File: config.mk
export PLATFORM = sky130hd
export DESIGN_NAME = spi_responder
export DESIGN_NICKNAME = d
export VERILOG_FILES = /design/src/rtl/spi_responder.sv
export SDC_FILE = /design/constraint.sdc
export NUM_CORES = 1
export LEC_CHECK = 0
export CAP_MARGIN = 10
export CORE_MARGIN = 5
export CORE_UTILIZATION = 45
export CTS_CLUSTER_SIZE = 8
export DETAILED_ROUTE_END_ITERATION = 6
export GPL_TIMING_DRIVEN = 0
export PLACE_DENSITY_LB_ADDON = 0.2
export SETUP_SLACK_MARGIN = 0.15
export SYNTH_ARGS = -nofsm -noshare
export SYNTH_HDL_FRONTEND = slang
export SYNTH_SLANG_ARGS = --single-unit
File: constraint.sdc
create_clock -name clk_48 -period 1.7 [get_ports clk_48]
set_clock_uncertainty 0.1 [all_clocks]
set_input_delay 0.17 -clock clk_48 [delete_from_list [all_inputs] [get_ports clk_48]]
set_output_delay 0.17 -clock clk_48 [all_outputs]
set_load 0.01 [all_outputs]
File: src/rtl/spi_responder.sv
// spi_responder: SPI mode-3 responder oversampled on clk_48, with a one-byte transmit buffer
module spi_responder #(
    parameter int         SYNC_STAGES = 2,
    parameter logic [7:0] IDLE_BYTE   = 8'hFF
) (
    input  logic       clk_48,
    input  logic       rst,
    input  logic       spi_cs_n,
    input  logic       spi_clk,
    input  logic       spi_mosi,
    output logic       spi_miso,
    output logic       spi_miso_oe,
    output logic [7:0] rx_data,
    output logic       rx_valid,
    input  logic [7:0] tx_data,
    input  logic       tx_load,
    output logic       tx_empty,
    output logic       tx_underrun,
    output logic       frame_active,
    output logic       frame_start,
    output logic       frame_end
);
    if (SYNC_STAGES < 2) begin : g_bad_sync
        $error("SYNC_STAGES must be at least 2");
    end

    typedef enum logic [1:0] {WAIT_IDLE, IDLE, ACTIVE} state_t;

    state_t                 state, state_nxt;
    logic [SYNC_STAGES-1:0] cs_q, mosi_q;
    logic [SYNC_STAGES:0]   clk_q;
    logic                   cs_s, mosi_s, running, sclk_fall, sclk_rise, byte_start, tx_full;
    logic [2:0]             bit_cnt;
    logic [7:0]             tx_buf, tx_sh, tx_next;
    logic [6:0]             rx_sh;

    assign cs_s         = cs_q[SYNC_STAGES-1];
    assign mosi_s       = mosi_q[SYNC_STAGES-1];
    assign frame_active = state == ACTIVE;
    assign spi_miso_oe  = frame_active;
    assign tx_empty     = !tx_full;

    // WAIT_IDLE holds until CS is seen high, so a frame in flight at reset is never joined
    always_comb begin
        state_nxt  = (state == WAIT_IDLE && !cs_s) ? WAIT_IDLE : (cs_s ? IDLE : ACTIVE);
        running    = state == ACTIVE && !cs_s;
        sclk_fall  = running && clk_q[SYNC_STAGES] && !clk_q[SYNC_STAGES-1];
        sclk_rise  = running && !clk_q[SYNC_STAGES] && clk_q[SYNC_STAGES-1];
        byte_start = sclk_fall && bit_cnt == 3'd0;
        tx_next    = tx_full ? tx_buf : IDLE_BYTE;
    end

    always_ff @(posedge clk_48 or posedge rst) begin
        if (rst) begin
            state       <= WAIT_IDLE;
            cs_q        <= '0;
            clk_q       <= '1;
            mosi_q      <= '0;
            bit_cnt     <= 3'd0;
            tx_buf      <= 8'h00;
            tx_full     <= 1'b0;
            tx_sh       <= 8'h00;
            rx_sh       <= 7'h00;
            rx_data     <= 8'h00;
            rx_valid    <= 1'b0;
            tx_underrun <= 1'b0;
            spi_miso    <= 1'b1;
            frame_start <= 1'b0;
            frame_end   <= 1'b0;
        end else begin
            state       <= state_nxt;
            cs_q        <= {cs_q[SYNC_STAGES-2:0], spi_cs_n};
            clk_q       <= {clk_q[SYNC_STAGES-1:0], spi_clk};
            mosi_q      <= {mosi_q[SYNC_STAGES-2:0], spi_mosi};
            frame_start <= state == IDLE && !cs_s;
            frame_end   <= state == ACTIVE && cs_s;
            rx_valid    <= sclk_rise && bit_cnt == 3'd7;
            tx_underrun <= byte_start && !tx_full;
            tx_full     <= tx_load || (tx_full && !byte_start);
            if (tx_load)
                tx_buf <= tx_data;
            if (!running) begin
                bit_cnt  <= 3'd0;
                spi_miso <= 1'b1;
            end else if (sclk_fall) begin
                spi_miso <= byte_start ? tx_next[7] : tx_sh[7];
                tx_sh    <= byte_start ? {tx_next[6:0], 1'b0} : {tx_sh[6:0], 1'b0};
            end else if (sclk_rise) begin
                rx_sh   <= {rx_sh[5:0], mosi_s};
                bit_cnt <= bit_cnt + 3'd1;
                if (bit_cnt == 3'd7)
                    rx_data <= {rx_sh, mosi_s};
            end
        end
    end
endmodule

==> summary.txt, run 1 <==
Drt
  – Initial DRC count: 106
  – Total number of vias: 1211
  – Post-route ant nets: 0
  – Via density: around 5.1
  – Drt total wl: 3.36 mm
  – DRC violations left: 0
  – WL/cell: 14.1 µm
  – DR pass1 iterations: 4

Yosys
  – YS warnings: 0
  – Register area share after synthesis: 0.628
  – Number of synthesized register bits: 48
  – Syn Inst Count: 144
  – Syn Area/Cell: 13.3 µm²
  – Syn nets: approximately 160
  – Syn Std Cell Area: 1920 µm²
  – Post-synthesis cell type count: 26

Placed design
  – GPL Wtd Cong: 0.741
  – I/O Buffers: 28
  – Area after DPL: approximately 2300 µm²
  – Post-placement setup slack: -0.287 ns
  – Post-DP HPWL: around 2.3 mm
  – Placed insts: roughly 220

Floorplan
  – Die area: ~5700 µm²
  – Chip Height: 75.4 µm
  – # IOs: 30
  – Starting density of the core: 0.474
  – Cell Rows: 23
  – Core Region: 4060 µm²
  – Chip Width: around 75 µm

Timing
  – Worst-margin pin slew: about 0.53 ns
  – RSZ-0062 raised after global routing: yes
  – Setup Viol. Count Final: 24
  – Final Cycle Share: 1.07
  – Final critical-path required period: roughly 1.8 ns
  – Hold Fails Final Rpt: 0
  – Final setup margin: -0.114 ns
  – Relative slew margins: 0.644
  – Hold Slack: approximately 0.11 ns
  – Peak Freq: 0.551 GHz
  – Setup tns final: -1.70 ns
  – Final Max Slew Viols: 0

Job
  – Max-Cap Viols: 0

Global routing
  – Grt ovf: 0
  – Total GRT Usage: 0.144
  – Vias in the first global route: 1261
  – Pin count of the biggest net entering global routing: 27
  – Initial antenna violation count: 0
  – First-pass GRT wire length: 6.09 mm

Final layout
  – Proportion of layout cells with a drive suffix above 1: 0.372
  – N_diodes: 0
  – Most frequent cells in the layout: dfrtp_1, clkdlybuf4s50_1, mux2_2, o21ai_0, o21ai_2
  – Non-Filler Cell Area, Final: between 2000 and 3000 µm²
  – Most common cell after layout, fill and taps aside: dfrtp_1
  – Area delta synth->final: 34.1%
  – Fin util: 0.635
  – Nets: 204
  – Final cell count without fillers: between 200 and 250

Clock tree
  – Clk buf depth: 2
  – H-tree level count: 2
  – Clk_lat worst skew: 0.29 ns
  – CTS tree: built
  – Clock transition at the registers of the reported paths: 0.08 ns
  – Number of clock sinks: between 40 and 50
  – CTS Buf Count: 5
  – Clock root buffer: clkbuf_8

Setup path
  – Worst Path Max Fanout: 9
  – Worst reg2reg path depth: 5
  – Crit path DAT: 1.90 ns
  – Setup crit start kind: register
  – Crit path kind: reg2reg
  – CP endpoint kind: register
  – Critical Path RT: 1.78 ns

Power
  – Sequential power share: 0.579
  – Clock group share of total power: 0.312
  – Overall power: 2.21 mW
  – Pwr per Cell Area: 856 nW/µm²
  – Switching Share: 0.232
  – Leakage power: 1.19 nW
  – Peak supply drop: 0.606 mV
  – Combinational power share: 0.110
  – Psw: 513 µW
  – Cell Int Power: around 1.7 mW

Outcome
  – Status: finished with violations
  – Failing checks: setup timing

Min path
  – Class of the worst hold path: in2async
-- power groups by stage --
stage	Combinational, mW	Clock (mW)	Sequential, mW
after global routing	0.267	0.766	1.29
after detailed placement	0.195	0	1.29
final	0.242	0.687	1.28
after global placement	0.179	0	1.29
after floorplan	0.124	0	1.28
after CTS	0.244	0.712	1.27
-- repair_timing --
| item | CTS | global route |
|---|---|---|
| setup endpoints to repair | 29 | 30 |
| pin swaps | 15 | 1 |
| hold buffers | 0 | 0 |
| gates resized for setup | 45 | 5 |
| buffers inserted | 7 | 0 |
-- layer usage --
layer,share of wire,GRT usage,vias to the layer above
li1,-,-,581
met1,0.47,0.201,594
met3,0.061,0.0528,5
met5,0,0,-
met2,0.46,0.202,31
met4,0.016,0.0583,0
-- state kept, by name, summed over array words and instances (netlist names), 2 cells and up --
register  count
state         2
cs_q          2
bit_cnt       3
mosi_q        2
rx_sh         7
clk_q         3
rx_data       8
tx_sh         7
tx_buf        8
-- cells by family after synthesis --
kind of cell / after synthesis / synth area share
AO/OA/AOI/OAI: 25 / 0.0651
adder cells (fa/ha/maj): 3 / 0.0195
buffers and inverters: 15 / 0.0358
flip-flops: 48 / 0.628
multiplexers: 25 / 0.145
AND/OR/NAND/NOR: 28 / 0.107
-- cell usage after synthesis --
cell type | n | share of area
dfrtp_1 | 44 | 0.57
mux2_2 | 23 | 0.13
o21ai_0 | 22 | 0.057
clkbuf_1 | 7 | 0.014
or4bb_1 | 7 | 0.041
nor2_1 | 6 | 0.012
inv_1 | 5 | 0.0098
dfstp_2 | 4 | 0.055
nand2b_1 | 4 | 0.013
ha_1 | 3 | 0.020
a21oi_1 | 2 | 0.0052
mux2i_1 | 2 | 0.010
nor2b_1 | 2 | 0.0065
and2_1 | 1 | 0.0033
buf_2 | 1 | 0.0026
buf_4 | 1 | 0.0039
buf_6 | 1 | 0.0059
nand2_1 | 1 | 0.0020
nor3_1 | 1 | 0.0026
nor3_4 | 1 | 0.0085
nor3b_1 | 1 | 0.0039
nor4_1 | 1 | 0.0033
o21ai_1 | 1 | 0.0026
or2_1 | 1 | 0.0033
or2_2 | 1 | 0.0033
or3b_1 | 1 | 0.0046
-- final cells by class --
type | count | area, µm²
clock buffer | 7 | 86.3
inverter | 5 | 18.8
fill | 294 | 1480
tap | 50 | 62.6
clock inverter | 1 | 7.51
sequential | 48 | 1210
buffer | 10 | 91.3
timing repair buffer | 36 | 365
multi-input combinational | 81 | 739
-- critical path: stages (launching register included) --
cell	delay, ns
dfrtp_1	0.41
or3b_1	0.37
buf_6	0.14
nor3_4	0.20
buf_12	0.15
mux2_2	0.33
-- worst paths after layout --
check | from | end | slack, ns
hold / removal | rst | mosi_q[0] | 0.11
max in group asynchronous | rst | spi_miso | 0.81
setup / recovery | state[0] | rx_data[2] | -0.11
hold reg to reg | cs_q[0] | cs_q[1] | 0.25
setup reg to reg | state[0] | rx_data[2] | -0.11
min in group clk_48 | spi_clk | clk_q[0] | 0.19
Note: power is estimated with default switching activity, not from simulation.
==> run 2, diff against run 1 <==
--- a/config.mk
+++ b/config.mk
@@ -8,6 +8,7 @@
 export CAP_MARGIN = 10
 export CORE_MARGIN = 5
 export CORE_UTILIZATION = 45
+export CTS_CLUSTER_DIAMETER = 30
 export CTS_CLUSTER_SIZE = 8
 export DETAILED_ROUTE_END_ITERATION = 6
 export GPL_TIMING_DRIVEN = 0
==> results of run 2 <==
No change in the layout: final DEF, timing and power equal those of run 1.
==> run 3, diff against run 2 <==
--- a/config.mk
+++ b/config.mk
@@ -11,6 +11,7 @@
 export CTS_CLUSTER_DIAMETER = 30
 export CTS_CLUSTER_SIZE = 8
 export DETAILED_ROUTE_END_ITERATION = 6
+export GPL_ROUTABILITY_DRIVEN = 0
 export GPL_TIMING_DRIVEN = 0
 export PLACE_DENSITY_LB_ADDON = 0.2
 export SETUP_SLACK_MARGIN = 0.15
==> results of run 3 <==
No change in the layout: final DEF, timing and power equal those of run 1.
